[src/rtl/mirfak_wb_arbiter_if.sv]
// Wishbone B4 classic point-to-point bundle: one master side, one slave side.
interface mirfak_wb_arbiter_if;
   localparam int unsigned AW = 32;
   localparam int unsigned DW = 32;
   localparam int unsigned SW = DW / 8;

   logic [AW-1:0] addr;
   logic [DW-1:0] wdat;
   logic [DW-1:0] rdat;
   logic [SW-1:0] sel;
   logic          cyc;
   logic          stb;
   logic          we;
   logic          ack;
   logic          err;

   modport master (output addr, wdat, sel, cyc, stb, we, input rdat, ack, err);
   modport slave  (input addr, wdat, sel, cyc, stb, we, output rdat, ack, err);
endinterface

[src/rtl/mirfak_wb_arbiter.sv]
// Two-master round-robin Wishbone classic arbiter (instruction / data ports onto one bus)
// with bus hold until completion and a watchdog that turns a hung slave into a bus error.
module mirfak_wb_arbiter #(
   parameter int unsigned TIMEOUT = 256
) (
   input  logic                 clk_i,
   input  logic                 rst_i,
   mirfak_wb_arbiter_if.slave   iwbm,
   mirfak_wb_arbiter_if.slave   dwbm,
   mirfak_wb_arbiter_if.master  wbm
);
   localparam int unsigned AW    = 32;
   localparam int unsigned DW    = 32;
   localparam int unsigned SW    = DW / 8;
   localparam int unsigned TW    = (TIMEOUT == 0) ? 1 : $clog2(TIMEOUT + 1);
   localparam int unsigned TLAST = (TIMEOUT == 0) ? 0 : TIMEOUT - 1;
   localparam bit          WD_EN = (TIMEOUT != 0);

   typedef enum logic [1:0] {S_IDLE, S_OWN_I, S_OWN_D} state_e;
   typedef enum logic       {OWNER_I, OWNER_D} owner_e;

   state_e        state_q, state_d;
   owner_e        last_q, last_d;
   logic [TW-1:0] timer_q, timer_d;

   logic          own_i, own_d, owning;
   logic          req_i, req_d;
   logic [AW-1:0] m_addr;
   logic [DW-1:0] m_wdat;
   logic [SW-1:0] m_sel;
   logic          m_cyc, m_stb, m_we;
   logic          timeout_c, resp_en, resp_ack, resp_err;

   // Select the current owner's request fields
   always_comb begin
      own_i  = (state_q == S_OWN_I);
      own_d  = (state_q == S_OWN_D);
      owning = own_i | own_d;
      req_i  = iwbm.cyc & iwbm.stb;
      req_d  = dwbm.cyc & dwbm.stb;
      m_addr = own_d ? dwbm.addr : iwbm.addr;
      m_wdat = own_d ? dwbm.wdat : iwbm.wdat;
      m_sel  = own_d ? dwbm.sel  : iwbm.sel;
      m_cyc  = own_d ? dwbm.cyc  : iwbm.cyc;
      m_stb  = own_d ? dwbm.stb  : iwbm.stb;
      m_we   = own_d ? dwbm.we   : iwbm.we;
   end

   // Bus drive and response routing; an error (slave or watchdog) always masks ack
   always_comb begin
      wbm.addr = '0;
      wbm.wdat = '0;
      wbm.sel  = '0;
      wbm.cyc  = 1'b0;
      wbm.stb  = 1'b0;
      wbm.we   = 1'b0;
      if (owning) begin
         wbm.addr = m_addr;
         wbm.wdat = m_wdat;
         wbm.sel  = m_sel;
         wbm.cyc  = m_cyc;
         wbm.stb  = m_cyc & m_stb;
         wbm.we   = m_cyc & m_we;
      end

      timeout_c = WD_EN & owning & (timer_q == TW'(TLAST));
      resp_en   = owning & m_cyc & ~rst_i;
      resp_err  = resp_en & (wbm.err | timeout_c);
      resp_ack  = resp_en & wbm.ack & ~wbm.err & ~timeout_c;

      iwbm.ack  = own_i & resp_ack;
      iwbm.err  = own_i & resp_err;
      dwbm.ack  = own_d & resp_ack;
      dwbm.err  = own_d & resp_err;
      iwbm.rdat = wbm.rdat;
      dwbm.rdat = wbm.rdat;
   end

   // Arbitration, ownership release and watchdog timer
   always_comb begin
      state_d = state_q;
      last_d  = last_q;
      timer_d = timer_q;
      case (state_q)
         S_IDLE: begin
            if (req_i && req_d) begin
               state_d = (last_q == OWNER_I) ? S_OWN_D : S_OWN_I;
               last_d  = (last_q == OWNER_I) ? OWNER_D : OWNER_I;
               timer_d = '0;
            end else if (req_d) begin
               state_d = S_OWN_D;
               last_d  = OWNER_D;
               timer_d = '0;
            end else if (req_i) begin
               state_d = S_OWN_I;
               last_d  = OWNER_I;
               timer_d = '0;
            end
         end
         S_OWN_I, S_OWN_D: begin
            if (wbm.ack || wbm.err || !m_cyc || timeout_c) begin
               state_d = S_IDLE;
            end else if (WD_EN && (timer_q != TW'(TIMEOUT))) begin
               timer_d = timer_q + TW'(1);
            end
         end
         default: state_d = S_IDLE;
      endcase
   end

   always_ff @(posedge clk_i) begin
      if (rst_i) begin
         state_q <= S_IDLE;
         last_q  <= OWNER_I;
         timer_q <= '0;
      end else begin
         state_q <= state_d;
         last_q  <= last_d;
         timer_q <= timer_d;
      end
   end
endmodule
[src/flat_wrapper.sv]
// flat-port wrapper written by rule: the top's interface ports become plain ports
module mirfak_wb_arbiter_flat 
#(
   parameter int unsigned TIMEOUT = 256
)
  (clk_i, rst_i, iwbm_addr, iwbm_wdat, iwbm_sel, iwbm_cyc, iwbm_stb, iwbm_we, iwbm_rdat, iwbm_ack, iwbm_err, dwbm_addr, dwbm_wdat, dwbm_sel, dwbm_cyc, dwbm_stb, dwbm_we, dwbm_rdat, dwbm_ack, dwbm_err, wbm_addr, wbm_wdat, wbm_sel, wbm_cyc, wbm_stb, wbm_we, wbm_rdat, wbm_ack, wbm_err);
  mirfak_wb_arbiter_if iwbm_i ();
  mirfak_wb_arbiter_if dwbm_i ();
  mirfak_wb_arbiter_if wbm_i ();
  input  logic clk_i;
  input  logic rst_i;
  input wire logic [$bits(iwbm_i.addr)-1:0] iwbm_addr;
  input wire logic [$bits(iwbm_i.wdat)-1:0] iwbm_wdat;
  input wire logic [$bits(iwbm_i.sel)-1:0] iwbm_sel;
  input wire logic [$bits(iwbm_i.cyc)-1:0] iwbm_cyc;
  input wire logic [$bits(iwbm_i.stb)-1:0] iwbm_stb;
  input wire logic [$bits(iwbm_i.we)-1:0] iwbm_we;
  output wire logic [$bits(iwbm_i.rdat)-1:0] iwbm_rdat;
  output wire logic [$bits(iwbm_i.ack)-1:0] iwbm_ack;
  output wire logic [$bits(iwbm_i.err)-1:0] iwbm_err;
  input wire logic [$bits(dwbm_i.addr)-1:0] dwbm_addr;
  input wire logic [$bits(dwbm_i.wdat)-1:0] dwbm_wdat;
  input wire logic [$bits(dwbm_i.sel)-1:0] dwbm_sel;
  input wire logic [$bits(dwbm_i.cyc)-1:0] dwbm_cyc;
  input wire logic [$bits(dwbm_i.stb)-1:0] dwbm_stb;
  input wire logic [$bits(dwbm_i.we)-1:0] dwbm_we;
  output wire logic [$bits(dwbm_i.rdat)-1:0] dwbm_rdat;
  output wire logic [$bits(dwbm_i.ack)-1:0] dwbm_ack;
  output wire logic [$bits(dwbm_i.err)-1:0] dwbm_err;
  output wire logic [$bits(wbm_i.addr)-1:0] wbm_addr;
  output wire logic [$bits(wbm_i.wdat)-1:0] wbm_wdat;
  output wire logic [$bits(wbm_i.sel)-1:0] wbm_sel;
  output wire logic [$bits(wbm_i.cyc)-1:0] wbm_cyc;
  output wire logic [$bits(wbm_i.stb)-1:0] wbm_stb;
  output wire logic [$bits(wbm_i.we)-1:0] wbm_we;
  input wire logic [$bits(wbm_i.rdat)-1:0] wbm_rdat;
  input wire logic [$bits(wbm_i.ack)-1:0] wbm_ack;
  input wire logic [$bits(wbm_i.err)-1:0] wbm_err;
  assign iwbm_i.addr = iwbm_addr;
  assign iwbm_i.wdat = iwbm_wdat;
  assign iwbm_i.sel = iwbm_sel;
  assign iwbm_i.cyc = iwbm_cyc;
  assign iwbm_i.stb = iwbm_stb;
  assign iwbm_i.we = iwbm_we;
  assign iwbm_rdat = iwbm_i.rdat;
  assign iwbm_ack = iwbm_i.ack;
  assign iwbm_err = iwbm_i.err;
  assign dwbm_i.addr = dwbm_addr;
  assign dwbm_i.wdat = dwbm_wdat;
  assign dwbm_i.sel = dwbm_sel;
  assign dwbm_i.cyc = dwbm_cyc;
  assign dwbm_i.stb = dwbm_stb;
  assign dwbm_i.we = dwbm_we;
  assign dwbm_rdat = dwbm_i.rdat;
  assign dwbm_ack = dwbm_i.ack;
  assign dwbm_err = dwbm_i.err;
  assign wbm_addr = wbm_i.addr;
  assign wbm_wdat = wbm_i.wdat;
  assign wbm_sel = wbm_i.sel;
  assign wbm_cyc = wbm_i.cyc;
  assign wbm_stb = wbm_i.stb;
  assign wbm_we = wbm_i.we;
  assign wbm_i.rdat = wbm_rdat;
  assign wbm_i.ack = wbm_ack;
  assign wbm_i.err = wbm_err;
  mirfak_wb_arbiter #(.TIMEOUT(TIMEOUT)) u_core (.clk_i(clk_i), .rst_i(rst_i), .iwbm(iwbm_i), .dwbm(dwbm_i), .wbm(wbm_i));
endmodule
[config.mk]
export PLATFORM = sky130hd
export DESIGN_NAME = mirfak_wb_arbiter_flat
export DESIGN_NICKNAME = d
export VERILOG_FILES = /design/src/rtl/mirfak_wb_arbiter_if.sv /design/src/rtl/mirfak_wb_arbiter.sv /design/src/flat_wrapper.sv
export SDC_FILE = /design/constraint.sdc
export NUM_CORES = 1
export LEC_CHECK = 0
export CORE_AREA = 2 2 123 125
export CTS_BUF_LIST = sky130_fd_sc_hd__clkbuf_16
export CTS_CLUSTER_SIZE = 16
export DETAILED_ROUTE_END_ITERATION = 6
export DIE_AREA = 0 0 125 127
export GPL_TIMING_DRIVEN = 1
export HOLD_SLACK_MARGIN = 0.03
export PLACE_DENSITY = 0.6
export SLEW_MARGIN = 20
export SYNTH_ARGS = -nofsm -noshare
export SYNTH_HDL_FRONTEND = slang
export SYNTH_SLANG_ARGS = --single-unit
export TNS_END_PERCENT = 5
[constraint.sdc]
create_clock -name clk_i -period 6.1 [get_ports clk_i]
set_clock_uncertainty 0.1 [all_clocks]
set_input_delay 0.915 -clock clk_i [delete_from_list [all_inputs] [get_ports clk_i]]
set_output_delay 0.915 -clock clk_i [all_outputs]
set_load 0.01 [all_outputs]
==> results of run 1 <==
[placed cells by master (no fill, tap or decap), drive strengths merged]
cell | Yosys | final
nor2 | 7 | 7
o41ai | 1 | 1
a31oi | 2 | 2
clkinv | 0 | 1
a22oi | 1 | 1
dfxtp | 12 | 12
a21oi | 7 | 7
clkbuf | 10 | 3
inv | 7 | 7
or4b | 1 | 1
and2 | 5 | 5
and3 | 3 | 3
nand4b | 1 | 1
a21o | 2 | 2
buf | 72 | 1
or4 | 3 | 3
o311ai | 1 | 1
o311a | 1 | 1
clkdlybuf4s50 | 0 | 220
mux2 | 1 | 1
o21ai | 5 | 5
nand2b | 1 | 1
a211oi | 3 | 3
o211ai | 2 | 2
nor4b | 1 | 1
or2 | 2 | 2
nand3 | 5 | 5
nor3 | 3 | 3
o21a | 2 | 2
nand2 | 12 | 12
ha | 6 | 6
mux2i | 71 | 71
nand4 | 3 | 3
nor2b | 68 | 68
[per-layer routing]
layer | up-vias | part of all wire (%) | track usage (%)
li1 | 1311 | - | -
met3 | 34 | 9.9 | 3.85
met2 | 154 | 45 | 19.4
met5 | - | 0 | 0
met1 | 1185 | 42 | 14.3
met4 | 0 | 2.7 | 3.33
[through the flow]
step	util [%]	power [mW]	area, um2	hold slack (ns)	setup WS [ns]
finish	31.0	0.527	4470	0.388	2.23
global route	31.0	0.558	4470	0.413	2.00
CTS	30.9	0.532	4460	0.381	1.94
detailed placement	30.4	0.407	4380	0.377	2.21
global placement	30.4	0.404	4380	0.365	2.33
floorplan	-	0.257	2480	0.349	3.52
[report_power, final]
group / switching, mW / internal (mW)
Combinational: 0.122 / 0.201
Clock: 0.0354 / 0.0864
Sequential: 0.00143 / 0.0803
[logic make-up after synthesis]
group	synth area share (%)
buffers and inverters	23.3
AND/OR/NAND/NOR	27.6
AO/OA/AOI/OAI	7.06
adder cells (fa/ha/maj)	3.03
flip-flops	9.69
multiplexers	29.3
[worst max-delay path by stage]
stage,startpoint,endpoint,slack [ns],depth (start not counted)
2_1_floorplan,iwbm_cyc,dwbm_ack,3.52,4
3_3_place_gp,u_core.state_q[1]$_SDFFE_PP0P_,dwbm_ack,2.33,6
3_5_place_dp,u_core.state_q[1]$_SDFFE_PP0P_,iwbm_ack,2.21,6
4_1_cts,u_core.state_q[1]$_SDFFE_PP0P_,iwbm_ack,1.94,6
5_1_grt,u_core.state_q[0]$_SDFFE_PP0P_,wbm_wdat[29],2.00,6
6_report,u_core.state_q[0]$_SDFFE_PP0P_,wbm_addr[3],2.23,6
[layout make-up]
cell class,count,area share (%)
clock buffer,3,1.68
clock inverter,1,0.0839
inverter,7,0.588
multi-input combinational,220,37.7
sequential,12,5.37
tap,184,5.15
timing repair buffer,221,49.4
[flip-flops by register name (all words and copies together), names as in the netlist]
name            count
u_core.timer_q      9
u_core.last_q       1
u_core.state_q      2
[worst max-delay path, delay by kind of cell, from the launching register on]
| family | cells | cell delay (ns) |
|---|---|---|
| adder cells (fa/ha/maj) | 1 | 0.67 |
| AND/OR/NAND/NOR | 1 | 0.17 |
| flip-flops | 1 | 0.31 |
| multiplexers | 1 | 0.16 |
| buffers and inverters | 3 | 1.27 |
==> run metrics, run 1 <==
Synth top cells by count=mux2i_1 (71), nor2b_1 (68), buf_4 (65), dfxtp_1 (12), nand2_1 (12); register area share after synthesis=just under 10%; Placed Cells=between 600 and 700; syn avg cell area=7.73 um2; Worst Reg-to-Reg Cells=7; global-route wire length before repair=between 15,000 and 20,000 um; Antenna Nets Post-Route=0; Mapped Area=around 2500 um2; Yosys Warn Count=0; CP max-delay cell=ha_4; Initial Util=between 10% and 20%; Die ar.=15,900 um2; CP cell instances=inv_1, ha_4, buf_4, mux2i_1, nor2b_1, clkdlybuf4s50_1; Pleak=1.52 nW; R2R Path Start=u_core.state_q[0]$_SDFFE_PP0P_; VDD IR max=approximately 0.000063 V; Inserted Clock Buffers=3; crit path max fanout=45; HP Class=flop to flop; final hold vios=0; Post-CTS Resized=0; insertion delay to the later sink of the worst-skew pair=0.24 ns; most common cell in the synthesized netlist=mux2i_1; Clock Tree Root=clkbuf_16; number of flops mapped to enable cells by yosys=0; Nets=between 600 and 700; Setup TNS Final=0 ns; layout cells sized above 1=approximately 2.2%; CTS HTree Levels=1; clk sinks=12; FF+latch area=around 240 um2; register-to-register setup slack=3.33 ns; pwr/cell area=about 120 nW/um2; syn_nets=~510; Yosys cell types=35; Least-Margin Pin Slew=0.778 ns; Gate Count Post-Synth=about 320; DR pass1 iterations=4; DR iter-0 viols=56; maxcap violations=0; Hold Crit Depth=2; Clock Pin Slew Worst Setup and Hold Paths=approximately 0.040 ns; crit-path max cell delay=0.67 ns; Final Non-Filler Cells=roughly 650; final setup violation count=0; Slew HR=48.1%; hold worst-path end=u_core.state_q[0]$_SDFFE_PP0P_; ys flop type=dfxtp_1; filler instances=~1,500; vias per cell=about 4.1; # diodes=0; Placer Congestion=just under 0.8; synth top area cells=mux2i_1 (29%), buf_4 (20%), nor2b_1 (17%), dfxtp_1 (9.7%), ha_1 (3.0%); Core Region=14,400 um2; Tot GR Track Use=about 12%; drt drc=0; Final min period=roughly 3.9 ns; Worst Path Arrival=roughly 2.9 ns; Crit Path Class=flop to output pin; antenna violations before repair=0; TritonCTS clock tree=yes; post-CTS setup buffers=0; outcome=finished clean; # hold bufs at CTS=0; Die H=approximately 130 um; data required time of the worst path=5.08 ns; Max Clk Rate=~0.26 GHz; top cell type's share of synthesized area=28.7%; Final Cycle Share=a little under two thirds; # rows=44; crit end category=output pin; unrepaired setup endpoints after global routing=false; number of global-route vias before repair=~2,900; ys async rst share=0%; Port Buffers=220; Yosys reg bits=12; final HPWL from detailed placement=around 8000 um; multi-input logic area=roughly 1700 um2; pins over their slew limit=0; largest net degree at the start of global routing=just under 80; final wirelength=9940 um; CTS max path bufs=2; top cell type by total area after synthesis=mux2i_1; RR Endpoint=u_core.timer_q[5]$_SDFFE_PP0P_; Syn-to-layout area delta=80.3%; Worst Min Path Start=u_core.state_q[0]$_SDFFE_PP0P_; die width=125 um; startpoint types=flop; IO Pins=around 320; via count=around 2,700; DR WL/cell=approximately 15 um; global route overflow=0
(Power assumes the default switching activity.)
==> run 2: changes to the inputs <==
--- a/config.mk
+++ b/config.mk
@@ -5,14 +5,14 @@
 export SDC_FILE = /design/constraint.sdc
 export NUM_CORES = 1
 export LEC_CHECK = 0
-export CORE_AREA = 2 2 123 125
+export CORE_AREA = 2 2 121 123
 export CTS_BUF_LIST = sky130_fd_sc_hd__clkbuf_16
 export CTS_CLUSTER_SIZE = 16
 export DETAILED_ROUTE_END_ITERATION = 6
-export DIE_AREA = 0 0 125 127
+export DIE_AREA = 0 0 123 125
 export GPL_TIMING_DRIVEN = 1
 export HOLD_SLACK_MARGIN = 0.03
-export PLACE_DENSITY = 0.6
+export PLACE_DENSITY = 0.64
 export SLEW_MARGIN = 20
 export SYNTH_ARGS = -nofsm -noshare
 export SYNTH_HDL_FRONTEND = slang
==> constraint.sdc (replaced) <==
create_clock -name clk_i -period 3.15 [get_ports clk_i]
set_clock_uncertainty 0.1 [all_clocks]
set_input_delay 0.4725 -clock clk_i [delete_from_list [all_inputs] [get_ports clk_i]]
set_output_delay 0.4725 -clock clk_i [all_outputs]
set_load 0.01 [all_outputs]
==> run 2 against run 1 <==
Hold slack worse by 0.0053 ns; cell area up 1.0%; flip-flop and latch count unchanged; clock power up 93%; critical path depth up 3; worst setup slack worse by 2.0 ns; non-clock buffer count up 4; die area down 3.1%; sequential share of layout area down 0.054 points; sequential power up 93%.
==> run metrics, run 2 (synthesized netlist as in run 1, its figures left out) <==
via count=2,667 (was 2,684); Reg with most FFs=u_core.timer_q (unchanged); Hold Crit Depth=2 (unchanged); Place WS=0.375 ns (was 2.21 ns); Clock Pin Slew Worst Setup and Hold Paths=0.04 ns (about the same); pins over their slew limit=0 (unchanged); Final Non-Filler Cells=652 (was 648); combinational share of power=61.4% (about the same); # hold bufs at CTS=0 (unchanged); Clock Tree Root=clkbuf_16 (unchanged); Setup TNS Final=0 ns (unchanged); register-to-register setup slack=0.64 ns (was 3.33 ns); unrepaired setup endpoints after global routing=false (unchanged); filler instances=1,443 (was 1,503); Worst Path Arrival=2.34 ns (was 2.85 ns); final setup violation count=0 (unchanged); Port Buffers=220 (unchanged); hold slack=0.383 ns (was 0.388 ns); Worst Reg-to-Reg Cells=9 (was 7); switching share of power=29.7% (was 30.2%); Final min period=~2.9 ns; die width=123 um (was 125 um); Placed Cells=648 (was 644); outcome=finished clean (unchanged); Antenna Nets Post-Route=0 (unchanged); Worst Min Path Start=u_core.state_q[0]$_SDFFE_PP0P_ (unchanged); insertion delay to the later sink of the worst-skew pair=0.24 ns (about the same); crit end category=output pin (unchanged); global-route wire length before repair=13,300 um (was 15,200 um); HP Class=flop to flop (unchanged); clk sinks=12 (unchanged); Die H=125 um (was 127 um); post-CTS setup buffers=0 (unchanged); largest net degree at the start of global routing=45 (was 78); Largest register FFs=9 (unchanged); DP Area=4440 um2 (was 4380 um2); CTS HTree Levels=1 (unchanged); Final Instance Area=4520 um2 (was 4470 um2); Placer Congestion=0.765 (was 0.791); R2R Path Start=u_core.timer_q[0]$_SDFFE_PP0P_ (was u_core.state_q[0]$_SDFFE_PP0P_); RR Endpoint=u_core.timer_q[5]$_SDFFE_PP0P_ (unchanged); Max Clk Rate=about 0.34 GHz; Syn-to-layout area delta=82.1% (was 80.3%); startpoint types=flop (unchanged); Crit Path Class=flop to output pin (unchanged); pwr/cell area=225 nW/um2 (was 118 nW/um2); IO Pins=317 (unchanged); VDD IR max=0.000168 V (was 0.0000634 V); vias per cell=4.09 (was 4.14); maxcap violations=0 (unchanged); # diodes=0 (unchanged); Clk network pwr share=23.1% (about the same); global route overflow=0 (unchanged); Slew HR=73.1% (was 48.1%); Inserted Clock Buffers=3 (unchanged); data required time of the worst path=2.58 ns (was 5.08 ns); final HPWL from detailed placement=7410 um (was 8000 um); commonest non-fill, non-tap cell in the layout=clkdlybuf4s50_1 (unchanged); Initial Util=17.5% (was 17.2%); biggest regs=u_core.timer_q (9), u_core.state_q (2), u_core.last_q (1) (unchanged); hold worst-path end=u_core.state_q[0]$_SDFFE_PP0P_ (unchanged); antenna violations before repair=0 (unchanged); Final Power=1.02 mW (was 0.527 mW); Sequential Power Share=15.6% (was 15.5%); final core occ=31.8% (was 31.0%); Core Region=14,200 um2 (was 14,400 um2); final hold vios=0 (unchanged); TritonCTS clock tree=yes (unchanged); Pleak=1.54 nW (was 1.52 nW); # rows=44 (unchanged); crit path max fanout=3 (was 45); worst setup margin=0.240 ns (was 2.23 ns); DR iter-0 viols=58 (was 56); final wirelength=9050 um (was 9940 um); Psw=0.302 mW (was 0.159 mW); drt drc=0 (unchanged); DR pass1 iterations=4 (unchanged); Least-Margin Pin Slew=0.393 ns (was 0.778 ns); DR WL/cell=13.9 um (was 15.3 um); Int Pwr=0.716 mW (was 0.368 mW); layout cells sized above 1=2.99% (was 2.16%); Post-CTS Resized=0 (unchanged); Final Cycle Share=roughly 92%; Nets=653 (was 649); number of global-route vias before repair=2,669 (was 2,898); Die ar.=15,400 um2 (was 15,900 um2); Tot GR Track Use=10.6% (was 11.6%); most frequent cells in the layout=clkdlybuf4s50_1 (220), mux2i_1 (71), nor2b_1 (68), nand2_1 (12), dfxtp_1 (12) (unchanged); CTS max path bufs=2 (unchanged)
-- run 2: cell count changes in the layout (fill, tap and decap cells not counted) --
cell    previous run  this run
buf_12             0         2
buf_4              1         3
ha_2               0         1
ha_4               2         1
-- run 2: area by class of cell --
class                      instances  area (um2)  share of cell area [%]
timing repair buffer             225        2260                    50.1
multi-input combinational        220        1680                    37.1
inverter                           7        26.3                   0.582
sequential                        12         240                    5.32
clock inverter                     1        3.75                  0.0831
tap                              184         230                    5.10
clock buffer                       3        75.1                    1.66
-- run 2: critical path: stages, from the launching register on --
cell and delay [ns]:
dfxtp_1 0.32, ha_1 0.23, nand3_1 0.13, nor2_1 0.06, ha_1 0.22, a21oi_1 0.20, nand2_1 0.08, nor3_1 0.16
and2_1 0.16, clkdlybuf4s50_1 0.53
-- run 2: how the worst max path moves through the flow --
stage,startpoint,endpoint,depth (start not counted)
after global placement,dwbm_cyc,iwbm_ack,6
after detailed placement,iwbm_cyc,dwbm_ack,6
after global routing,u_core.timer_q[2]$_SDFFE_PP0P_,dwbm_err,8
final,u_core.timer_q[0]$_SDFFE_PP0P_,iwbm_ack,9
after CTS,u_core.timer_q[0]$_SDFFE_PP0P_,dwbm_ack,9
after floorplan,u_core.timer_q[0]$_SDFFE_PP0P_,u_core.timer_q[5]$_SDFFE_PP0P_,9
-- run 2: layer usage --
metal  GRT usage (%)  wire [um]  up-vias
met5               0          0        -
met4            4.01        282        0
met3            2.69        932       42
met2            19.0       4280      133
li1                -          -     1319
met1            11.8       3550     1173
-- run 2: power groups by stage --
stage / logic, mW / clock network [mW] / registers, mW
3_3_place_gp: 0.622 / 0 / 0.161
3_5_place_dp: 0.629 / 0 / 0.161
4_1_cts: 0.633 / 0.239 / 0.158
5_1_grt: 0.672 / 0.248 / 0.159
2_1_floorplan: 0.338 / 0 / 0.160
6_report: 0.625 / 0.235 / 0.158
==> run 3: changes to the inputs <==
--- a/config.mk
+++ b/config.mk
@@ -5,6 +5,7 @@
 export SDC_FILE = /design/constraint.sdc
 export NUM_CORES = 1
 export LEC_CHECK = 0
+export CAP_MARGIN = 30
 export CORE_AREA = 2 2 121 123
 export CTS_BUF_LIST = sky130_fd_sc_hd__clkbuf_16
 export CTS_CLUSTER_SIZE = 16
==> results of run 3 <==
The final DEF is identical to that of run 2; final timing and power are the same.
